`src/rtl/pipe_ctrl_pkg.sv`:
```
`default_nettype none
// ============================================================================
// Module      : pipe_pkg
// Description : Shared types and default latencies for the pipeline control
//               block (MDU sequencer state encoding, MULT/DIV cycle counts).
// Revision    : 1.0 - initial release
// ============================================================================
package pipe_pkg;

   // MDU sequencer states; BUSY counts down, DONE is the HI/LO write cycle
   typedef enum logic [1:0] {
      IDLE = 2'd0,
      BUSY = 2'd1,
      DONE = 2'd2
   } mdu_state_t;

   localparam int MUL_CYCLES_DEF = 4;
   localparam int DIV_CYCLES_DEF = 32;

endpackage : pipe_pkg
`default_nettype wire

```
`src/rtl/pipe_ctrl_if.sv`:
```
`default_nettype none
// ============================================================================
// Module      : pipe_ctrl_if
// Description : Stall sources into, and stage enables / bubble controls /
//               MDU status / performance counters out of, pipe_ctrl.
//               master = pipeline side, slave = pipe_ctrl.
// Revision    : 1.0 - initial release
// ============================================================================
interface pipe_ctrl_if;
   logic        stall_req;
   logic        mem_waitM;
   logic        mdu_startE;
   logic        mdu_divE;
   logic        hilo_useD;
   logic        enF;
   logic        enD;
   logic        enE;
   logic        enM;
   logic        flushE;
   logic        flushW;
   logic        mdu_busy;
   logic        mdu_done;
   logic [31:0] perf_stall_cnt;
   logic [31:0] perf_mdu_cnt;

   modport master (
      output stall_req, mem_waitM, mdu_startE, mdu_divE, hilo_useD,
      input  enF, enD, enE, enM, flushE, flushW, mdu_busy, mdu_done,
      input  perf_stall_cnt, perf_mdu_cnt
   );

   modport slave (
      input  stall_req, mem_waitM, mdu_startE, mdu_divE, hilo_useD,
      output enF, enD, enE, enM, flushE, flushW, mdu_busy, mdu_done,
      output perf_stall_cnt, perf_mdu_cnt
   );
endinterface : pipe_ctrl_if
`default_nettype wire

```
`src/rtl/pipe_ctrl_mdu_seq.sv`:
```
`default_nettype none
// ============================================================================
// Module      : mdu_seq
// Description : Multiply/divide busy-period sequencer. An accepted start
//               loads (latency-1) into a down-counter; the FSM stays BUSY
//               until the count reaches zero, then spends one DONE cycle
//               (HI/LO write) before returning to IDLE.
// Revision    : 1.0 - initial release
// ============================================================================
module mdu_seq
   import pipe_pkg::*;
#(
   parameter int MUL_CYCLES = MUL_CYCLES_DEF,
   parameter int DIV_CYCLES = DIV_CYCLES_DEF
) (
   input  logic clk,
   input  logic rst,
   input  logic i_start,
   input  logic i_div,
   output logic o_busy,
   output logic o_done
);

   localparam int MAX_CYCLES = (MUL_CYCLES > DIV_CYCLES) ? MUL_CYCLES : DIV_CYCLES;
   localparam int CW         = (MAX_CYCLES > 1) ? $clog2(MAX_CYCLES) : 1;

   mdu_state_t    r_state;
   mdu_state_t    w_state_nxt;
   logic [CW-1:0] r_cnt;
   logic [CW-1:0] w_cnt_nxt;

   // state and countdown registers; reset abandons any operation in flight
   always_ff @(posedge clk or posedge rst) begin
      if (rst) begin
         r_state <= IDLE;
         r_cnt   <= '0;
      end else begin
         r_state <= w_state_nxt;
         r_cnt   <= w_cnt_nxt;
      end
   end

   // next state / count; a start outside IDLE is ignored
   always_comb begin
      w_state_nxt = r_state;
      w_cnt_nxt   = r_cnt;
      unique case (r_state)
         IDLE: begin
            if (i_start) begin
               w_state_nxt = BUSY;
               w_cnt_nxt   = i_div ? CW'(DIV_CYCLES - 1) : CW'(MUL_CYCLES - 1);
            end
         end
         BUSY: begin
            if (r_cnt == '0) begin
               w_state_nxt = DONE;
            end else begin
               w_cnt_nxt = r_cnt - 1'b1;
            end
         end
         DONE:    w_state_nxt = IDLE;
         default: w_state_nxt = IDLE;
      endcase
   end

   assign o_busy = (r_state != IDLE);
   assign o_done = (r_state == DONE);

endmodule : mdu_seq
`default_nettype wire

```
`src/rtl/pipe_ctrl.sv`:
```
`default_nettype none
// ============================================================================
// Module      : pipe_ctrl
// Description : 5-stage MIPS pipeline control. Merges hazard-unit stall,
//               data-memory wait and MDU busy into per-stage enables and
//               bubble controls; holds HI/LO accessors in D until the MDU
//               result is written.
//               Optional feature macro: PIPE_PERF_CNT_EN (stall counters).
// Revision    : 1.0 - initial release
// ============================================================================
module pipe_ctrl
   import pipe_pkg::*;
#(
   parameter int MUL_CYCLES = MUL_CYCLES_DEF,
   parameter int DIV_CYCLES = DIV_CYCLES_DEF
) (
   input  logic        clk,
   input  logic        rst,
   pipe_ctrl_if.slave  bus
);

   logic w_enF, w_enD, w_enE, w_enM;
   logic w_flushE, w_flushW;
   logic w_start;
   logic w_busy, w_done;
   logic w_hilo_stall;
   logic w_d_stall;

   // E/M only freeze on a memory wait, so a start is taken whenever M advances
   assign w_enM        = ~bus.mem_waitM;
   assign w_start      = bus.mdu_startE & w_enM;
   assign w_hilo_stall = bus.hilo_useD & (w_busy | w_start);
   assign w_d_stall    = bus.stall_req | w_hilo_stall;

   mdu_seq #(
      .MUL_CYCLES (MUL_CYCLES),
      .DIV_CYCLES (DIV_CYCLES)
   ) u_mdu_seq (
      .clk     (clk),
      .rst     (rst),
      .i_start (w_start),
      .i_div   (bus.mdu_divE),
      .o_busy  (w_busy),
      .o_done  (w_done)
   );

   // enable/flush priority: memory wait freezes everything, else D stall bubbles E
   always_comb begin
      w_enF    = 1'b1;
      w_enD    = 1'b1;
      w_enE    = 1'b1;
      w_flushE = 1'b0;
      w_flushW = 1'b0;
      if (bus.mem_waitM) begin
         w_enF    = 1'b0;
         w_enD    = 1'b0;
         w_enE    = 1'b0;
         w_flushW = 1'b1;
      end else if (w_d_stall) begin
         w_enF    = 1'b0;
         w_enD    = 1'b0;
         w_flushE = 1'b1;
      end
   end

   assign bus.enF      = w_enF;
   assign bus.enD      = w_enD;
   assign bus.enE      = w_enE;
   assign bus.enM      = w_enM;
   assign bus.flushE   = w_flushE;
   assign bus.flushW   = w_flushW;
   assign bus.mdu_busy = w_busy;
   assign bus.mdu_done = w_done;

`ifdef PIPE_PERF_CNT_EN
   logic [31:0] r_perf_stall_cnt;
   logic [31:0] r_perf_mdu_cnt;

   // free-running, wrapping stall counters
   always_ff @(posedge clk or posedge rst) begin
      if (rst) begin
         r_perf_stall_cnt <= '0;
         r_perf_mdu_cnt   <= '0;
      end else begin
         if (!w_enF) begin
            r_perf_stall_cnt <= r_perf_stall_cnt + 32'd1;
         end
         if (w_hilo_stall && !bus.mem_waitM) begin
            r_perf_mdu_cnt <= r_perf_mdu_cnt + 32'd1;
         end
      end
   end

   assign bus.perf_stall_cnt = r_perf_stall_cnt;
   assign bus.perf_mdu_cnt   = r_perf_mdu_cnt;
`else
   assign bus.perf_stall_cnt = 32'd0;
   assign bus.perf_mdu_cnt   = 32'd0;
`endif

endmodule : pipe_ctrl
`default_nettype wire

```
`src/flat_wrapper.sv`:
```
// flat-port wrapper written by rule: the top's interface ports become plain ports
module pipe_ctrl_flat import pipe_pkg::*;
#(
   parameter int MUL_CYCLES = MUL_CYCLES_DEF,
   parameter int DIV_CYCLES = DIV_CYCLES_DEF
)
  (clk, rst, bus_stall_req, bus_mem_waitM, bus_mdu_startE, bus_mdu_divE, bus_hilo_useD, bus_enF, bus_enD, bus_enE, bus_enM, bus_flushE, bus_flushW, bus_mdu_busy, bus_mdu_done, bus_perf_stall_cnt, bus_perf_mdu_cnt);
  pipe_ctrl_if bus_i ();
  input  logic clk;
  input  logic rst;
  input wire logic [$bits(bus_i.stall_req)-1:0] bus_stall_req;
  input wire logic [$bits(bus_i.mem_waitM)-1:0] bus_mem_waitM;
  input wire logic [$bits(bus_i.mdu_startE)-1:0] bus_mdu_startE;
  input wire logic [$bits(bus_i.mdu_divE)-1:0] bus_mdu_divE;
  input wire logic [$bits(bus_i.hilo_useD)-1:0] bus_hilo_useD;
  output wire logic [$bits(bus_i.enF)-1:0] bus_enF;
  output wire logic [$bits(bus_i.enD)-1:0] bus_enD;
  output wire logic [$bits(bus_i.enE)-1:0] bus_enE;
  output wire logic [$bits(bus_i.enM)-1:0] bus_enM;
  output wire logic [$bits(bus_i.flushE)-1:0] bus_flushE;
  output wire logic [$bits(bus_i.flushW)-1:0] bus_flushW;
  output wire logic [$bits(bus_i.mdu_busy)-1:0] bus_mdu_busy;
  output wire logic [$bits(bus_i.mdu_done)-1:0] bus_mdu_done;
  output wire logic [$bits(bus_i.perf_stall_cnt)-1:0] bus_perf_stall_cnt;
  output wire logic [$bits(bus_i.perf_mdu_cnt)-1:0] bus_perf_mdu_cnt;
  assign bus_i.stall_req = bus_stall_req;
  assign bus_i.mem_waitM = bus_mem_waitM;
  assign bus_i.mdu_startE = bus_mdu_startE;
  assign bus_i.mdu_divE = bus_mdu_divE;
  assign bus_i.hilo_useD = bus_hilo_useD;
  assign bus_enF = bus_i.enF;
  assign bus_enD = bus_i.enD;
  assign bus_enE = bus_i.enE;
  assign bus_enM = bus_i.enM;
  assign bus_flushE = bus_i.flushE;
  assign bus_flushW = bus_i.flushW;
  assign bus_mdu_busy = bus_i.mdu_busy;
  assign bus_mdu_done = bus_i.mdu_done;
  assign bus_perf_stall_cnt = bus_i.perf_stall_cnt;
  assign bus_perf_mdu_cnt = bus_i.perf_mdu_cnt;
  pipe_ctrl #(.MUL_CYCLES(MUL_CYCLES), .DIV_CYCLES(DIV_CYCLES)) u_core (.clk(clk), .rst(rst), .bus(bus_i));
endmodule
```
`config.mk`:
```
export PLATFORM = sky130hd
export DESIGN_NAME = pipe_ctrl_flat
export DESIGN_NICKNAME = d
export VERILOG_FILES = /design/src/rtl/pipe_ctrl_pkg.sv /design/src/rtl/pipe_ctrl_if.sv /design/src/rtl/pipe_ctrl_mdu_seq.sv /design/src/rtl/pipe_ctrl.sv /design/src/flat_wrapper.sv
export SDC_FILE = /design/constraint.sdc
export NUM_CORES = 1
export LEC_CHECK = 0
export BUFFER_PORTS_ARGS = -buffer_cell sky130_fd_sc_hd__buf_2
export CORE_ASPECT_RATIO = 1.5
export CORE_MARGIN = 1.5
export CORE_UTILIZATION = 35
export CTS_CLUSTER_SIZE = 30
export DETAILED_ROUTE_END_ITERATION = 12
export HOLD_SLACK_MARGIN = 0.02
export PLACE_DENSITY = 0.8
export SYNTH_ARGS = -nofsm -noshare
export SYNTH_HDL_FRONTEND = slang
export SYNTH_SLANG_ARGS = --single-unit
```
`constraint.sdc`:
```
create_clock -name clk -period 1.67 [get_ports clk]
set_clock_uncertainty 0.15 [all_clocks]
set_input_delay 0.334 -clock clk [delete_from_list [all_inputs] [get_ports clk]]
set_output_delay 0.334 -clock clk [all_outputs]
set_load 0.02 [all_outputs]
```
==> results of run 1 <==
## final cells by class
cell class	count	area, um^2
fill	265	1400
inverter	5	18.8
tap	36	45.0
timing repair buffer	37	283
clock buffer	4	26.3
multi-input combinational	94	556
sequential	7	175
## layout by cell type, fill, tap and decap left out, types with 2 or more instances in the layout
cell type and n:
sky130_fd_sc_hd__conb_1 64, sky130_fd_sc_hd__buf_4 17, sky130_fd_sc_hd__buf_2 11, sky130_fd_sc_hd__buf_6 8, sky130_fd_sc_hd__dfrtp_1 7, sky130_fd_sc_hd__nor2b_1 3, sky130_fd_sc_hd__inv_2 3, sky130_fd_sc_hd__clkbuf_4 3
sky130_fd_sc_hd__nand3b_1 2, sky130_fd_sc_hd__nor2_1 2, sky130_fd_sc_hd__a221oi_2 2, sky130_fd_sc_hd__or4b_4 2, sky130_fd_sc_hd__a211oi_1 2, sky130_fd_sc_hd__inv_1 2, sky130_fd_sc_hd__o21a_1 2
## metal layers
| metal | share of wire (%) | track usage, % | vias up |
|---|---|---|---|
| met5 | 0 | 0 | - |
| met1 | 30 | 8.61 | 315 |
| met4 | 1.3 | 6.99 | 0 |
| met3 | 9.9 | 1.63 | 2 |
| met2 | 58 | 19.4 | 51 |
| li1 | - | - | 305 |
## worst paths after layout
kind                                                  start                     endpoint  slack (ns)  cells after the start
worst max-delay path            u_core.u_mdu_seq.r_state[1]                   bus_flushE       -0.22                      4
min in group asynchronous                               rst  u_core.u_mdu_seq.r_state[0]        0.42                      3
worst min-delay path                           bus_mdu_divE    u_core.u_mdu_seq.r_cnt[2]        0.26                      3
max in group asynchronous                               rst    u_core.u_mdu_seq.r_cnt[2]        0.73                      3
worst min register to register    u_core.u_mdu_seq.r_cnt[4]  u_core.u_mdu_seq.r_state[1]        0.41                      2
worst max register to register    u_core.u_mdu_seq.r_cnt[0]    u_core.u_mdu_seq.r_cnt[3]       -0.16                      6
## metrics by stage
step	hold slack, ns	worst slack, ns	utilization [%]	instance area, um^2	total power [W]
floorplan	-0.0126	-0.203	-	1200	0.000906
global placement	0.132	-0.106	36.0	902	0.00103
detailed placement	0.135	-0.136	36.0	902	0.00105
CTS	0.255	-0.218	40.9	1020	0.00137
global route	0.268	-0.262	44.1	1100	0.00160
finish	0.263	-0.218	44.1	1100	0.00149
## logic make-up after synthesis
family / Yosys count / synth area share [%]
buf+inv: 73 / 55.6
simple gates: 17 / 13.1
compound gates: 12 / 11.1
flops: 7 / 18.5
fa+ha+maj: 1 / 1.32
other cells: 1 / 0.396
## registers in the layout, indices dropped and copies added, names as in the netlist
| name | cells |
|---|---|
| u_core.u_mdu_seq.r_cnt | 5 |
| u_core.u_mdu_seq.r_state | 2 |
## worst min-delay path: cells and delay by family
family | cells | cell delay, ns
buffers and inverters | 1 | 0.13
AOI/OAI and AO/OA | 2 | 0.16
## repair_timing
item / CTS / global route
hold endpoints to repair: 7 / 0
buffers inserted: 5 / 4
setup endpoints to repair: 7 / 10
hold buffers: 1 / 0
pin swaps: 4 / 5
resized for setup: 14 / 9
## power groups by stage
| stage | registers [W] | clock network (W) | logic (W) |
|---|---|---|---|
| 6_report | 0.000291 | 0.000151 | 0.00105 |
| 5_1_grt | 0.000298 | 0.000169 | 0.00114 |
| 4_1_cts | 0.000286 | 0.000160 | 0.000923 |
| 3_5_place_dp | 0.000299 | 0 | 0.000751 |
| 3_3_place_gp | 0.000297 | 0 | 0.000732 |
| 2_1_floorplan | 0.000312 | 0 | 0.000594 |
==> out/qor.yml, run 1 <==
power.internal_w: 0.000846
timing.setup.critical_path_class: "reg -> out"
dieWidth_um: 45.5
clk_transition_reported_paths_ns: 0.05
tritoncts: "done"
grt_pass1_vias: 549
clk_path_buf_depth: 2
finish.cell_count_without_fillers: 183
highest_achievable_clock_rate_ghz: 0.530
ctsHtreeMaxLevel: 1
syn2layout_area_growth_pct: 16.5
share_seq_of_total_power_pct: 19.5
drt-pass1-iter-count: 3
antenna_left: 0
async_flop_share_pct: 100
dominant_synthesized_flop_cell: "sky130_fd_sc_hd__dfrtp_1"
via_count: 673
number_of_rows_created_at_floorplan: 22
setup_viol: 9
critical_path_peak_fanout: 2
post_synth_most_frequent_cells: "sky130_fd_sc_hd__buf_4 (67), sky130_fd_sc_hd__dfrtp_1 (7), sky130_fd_sc_hd__inv_1 (4)"
detailedPlacementHpwl_um: 1210
start_util_pct: 37.8
cp_data_required_time_ns: 1.19
worst_hold_class: "in -> reg"
clkLatencyLatePin_ns: 0.25
timing.max_cap.violations: 0
crit_path_frequent_cell: "sky130_fd_sc_hd__o21a_1"
syn-instance-count: 111
io_count: 79
tritoncts_sink_count: 7
total_switching_power_w: 0.000647
timing_max_transition_violations_final: 0
cp-start-kind: "flop"
drt_drc_violations_left: 0
crit_buf_inv: 1
outcome: "finished, violations left"
die_extent_in_y_um: 66.7
endpoint_kind: "output port"
cts_made_buffers: 3
drive_gt1_share_pct: 37.4
synth-edff-count: 0
synth-seq-cells: 7
viasPerCell: 3.68
synthDistinctLibCells: 29
place.gp.congestion: 0.815
fin_crit_ns: 1.89
seq_area_frac_synth_pct: 18.5
slowest_delay_ns: 0.38
die-area_mm2: 0.00303
worst_slack_ns: -0.218
cts.root.buffer_cell: "sky130_fd_sc_hd__clkbuf_4"
vdd_drop_max_mv: 0.435
synth_area_per_cell_um2: 8.53
largest_net_degree_at_the_start_of_global_routing: 11
wire_per_inst_um: 9.09
swShare_pct: 43.4
synth-warning-count: 0
crit_chain: "or2_4 -> o21a_1 -> o21a_1 -> buf_6"
fin_crit_sh_pct: 113
final_net_count: 156
failing_checks: "negative setup slack"
synth_area_leaders: "sky130_fd_sc_hd__buf_4 (53%), sky130_fd_sc_hd__dfrtp_1 (18%), sky130_fd_sc_hd__nor2b_1 (2.0%)"
yosys.area.top_type_share_pct: 53.1
p_leak_nw: 0.598
antenna_cells_inserted: 0
antenna_found_initial: 0
fp.coreArea_mm2: 0.00250
delay_heaviest_family_cp: "compound AO/OA/AOI/OAI gates"
drtIter0Drc: 2
power_density_mw_per_mm2: 1350
syn_area_um2: 947
port_buffers: 14
critPathArrivalTime_ns: 1.40
track_usage_pct: 10.1
global_route_wire_length_before_repair_um: 2210
post-place-cells: 169
setup_total_negative_slack_ns: -1.31
grt_overflow_total: 0
share_comb_of_total_power_pct: 70.4
netlist.top_cell.by_area: "sky130_fd_sc_hd__buf_4"
pwr-share-clk_pct: 10.1
dominant_cell_by_count_in_the_synthesized_netlist: "sky130_fd_sc_hd__buf_4"
rsz0062_at_grt: "yes"
critical_path.slowest_cell: "sky130_fd_sc_hd__dfrtp_1"
final-hold-violation-count: 0
detail_route.wirelength_um: 1660
(Power assumes the default switching activity.)
==> run 2: changes to the inputs <==
- CORE_UTILIZATION: 35 -> 41
- PLACE_DENSITY: 0.8 -> 0.88
- clock period: 1.67 -> 2.35 ns (I/O delays scaled with it)
==> out/qor.yml, run 2 (same netlist as run 1, synthesis figures left out) <==
grt_overflow_total: 0
critical_path_peak_fanout: 7
slowest_delay_ns: 0.43
largest_net_degree_at_the_start_of_global_routing: 11
clk_path_buf_depth: 2
drt-pass1-iter-count: 4
count_of_fill_cells_added_during_filler_insertion: 245
fin_crit_sh_pct: 91.7
via_count: 614
io_count: 79
clk_transition_reported_paths_ns: 0.05
start_util_pct: 42.9
global_route_wire_length_before_repair_um: 1990
cts_setup_buffers: 0
crit-reg2reg-capture: "u_core.u_mdu_seq.r_cnt[3]"
tritoncts_sink_count: 7
drive_gt1_share_pct: 21.3
finish.cell_count_without_fillers: 150
vdd_drop_max_mv: 0.297
flip_flop_count_of_the_largest_register_after_layout: 5
endpoint_kind: "output port"
cp_data_required_time_ns: 1.73
final-hold-violation-count: 0
port_buffers: 14
multi_input_comb_area_um2: 487
detailedPlacementHpwl_um: 1090
top_regs: "u_core.u_mdu_seq.r_cnt (5), u_core.u_mdu_seq.r_state (2)"
timing.setup.critical_path_class: "reg -> out"
track_usage_pct: 10.4
cp-start-kind: "flop"
outcome: "completed"
dieWidth_um: 42.2
wire_per_inst_um: 9.18
antenna_found_initial: 0
antenna_cells_inserted: 0
clkLatencyLatePin_ns: 0.25
antenna_left: 0
worst_hold_path.endpoint: "u_core.u_mdu_seq.r_state[1]"
rsz0062_at_grt: "no"
ctsHtreeMaxLevel: 1
number_of_rows_created_at_floorplan: 21
hold_path_depth: 1
worst-r2r-setup-slack_ns: 0.43
grt_pass1_vias: 474
p_total_w: 0.000762
die_extent_in_y_um: 61.9
highest_achievable_clock_rate_ghz: 0.464
tritoncts: "done"
detail_route.wirelength_um: 1380
post-place-cells: 145
drt_drc_violations_left: 0
die-area_mm2: 0.00261
mostFrequentLayoutCells: "sky130_fd_sc_hd__conb_1 (64), sky130_fd_sc_hd__buf_2 (14), sky130_fd_sc_hd__dfrtp_1 (7), sky130_fd_sc_hd__inv_1 (4)"
layout.cells.most_common: "sky130_fd_sc_hd__conb_1"
viasPerCell: 4.09
r2r-start: "u_core.u_mdu_seq.r_cnt[0]"
setup_total_negative_slack_ns: 0
crit_chain: "or2_2 -> o21a_1 -> nor3_2 -> buf_2"
power_density_mw_per_mm2: 918
syn2layout_area_growth_pct: -12.3
final_net_count: 136
drtIter0Drc: 12
timing_max_transition_violations_final: 0
max_flop_register: "u_core.u_mdu_seq.r_cnt"
cts.root.buffer_cell: "sky130_fd_sc_hd__clkbuf_4"
fp.coreArea_mm2: 0.00221
critPathArrivalTime_ns: 1.53
reg2reg_depth: 6
timing.max_cap.violations: 0
setup_viol: 0
cts_made_buffers: 3
seq_cell_area_um2: 175
critical_path.slowest_cell: "sky130_fd_sc_hd__dfrtp_1"
worst_hold_class: "reg -> reg"
place.gp.congestion: 0.805
p_leak_nw: 0.467
worst_hold_startpoint: "u_core.u_mdu_seq.r_cnt[4]"
fin_crit_ns: 2.15
## run 2: cell count changes in the layout (fill, tap and decap cells not counted), sizes merged
cell  previous run  this run
buf             36        16
## run 2: worst max-delay path by stage
stage                                start  slack, ns  endpoint
3_3_place_gp   u_core.u_mdu_seq.r_state[1]       0.47   bus_enF
6_report       u_core.u_mdu_seq.r_state[1]       0.20   bus_enF
2_1_floorplan  u_core.u_mdu_seq.r_state[1]       0.22   bus_enF
5_1_grt        u_core.u_mdu_seq.r_state[1]       0.14   bus_enF
3_5_place_dp   u_core.u_mdu_seq.r_state[1]       0.46   bus_enF
4_1_cts        u_core.u_mdu_seq.r_state[1]       0.18   bus_enF
## run 2: cell type report
type	count	area share [%]
Multi-Input combinational cell	94	58.6
Sequential cell	7	21.1
Timing Repair Buffer	17	11.4
Inverter	5	2.26
Clock buffer	4	3.16
Tap cell	23	3.46
## run 2: per-layer routing
layer / part of all wire (%) / global-route usage, % / routed length (um) / vias to the layer above
met5: 0 / 0 / 0 / -
met4: 1.4 / 7.59 / 19 / 0
met3: 16 / 4.34 / 226 / 2
met2: 52 / 20.9 / 718 / 73
met1: 30 / 7.77 / 412 / 270
li1: - / - / - / 269
## run 2: per-stage QoR
stage               util [%]  setup slack, ns  area [um^2]  hold slack (ns)
floorplan                  -            0.223         1190            0.123
detailed placement      36.0            0.457          795            0.257
global route            37.6            0.139          831            0.397
finish                  37.6            0.196          831            0.369
global placement        36.0            0.473          795            0.252
CTS                     37.6            0.182          831            0.364
## run 2: where the power goes
| group | switching, W | internal, W | total, W |
|---|---|---|---|
| Clock | 0.0000432 | 0.0000647 | 0.000108 |
| Combinational | 0.000265 | 0.000146 | 0.000411 |
| Sequential | 0.0000680 | 0.000175 | 0.000243 |
| Total | 0.000376 | 0.000386 | 0.000762 |
## run 2: repair_timing
action,CTS,global route
endpoints found under the hold margin,7,0
hold buffers,1,0
setup endpoints to repair,0,0
gates resized for setup,0,0
## run 2: worst max-delay path: cells and delay by family, from the launching register on
family	cells	cell delay [ns]
compound gates	1	0.21
flops	1	0.43
simple gates	2	0.45
buf+inv	1	0.19
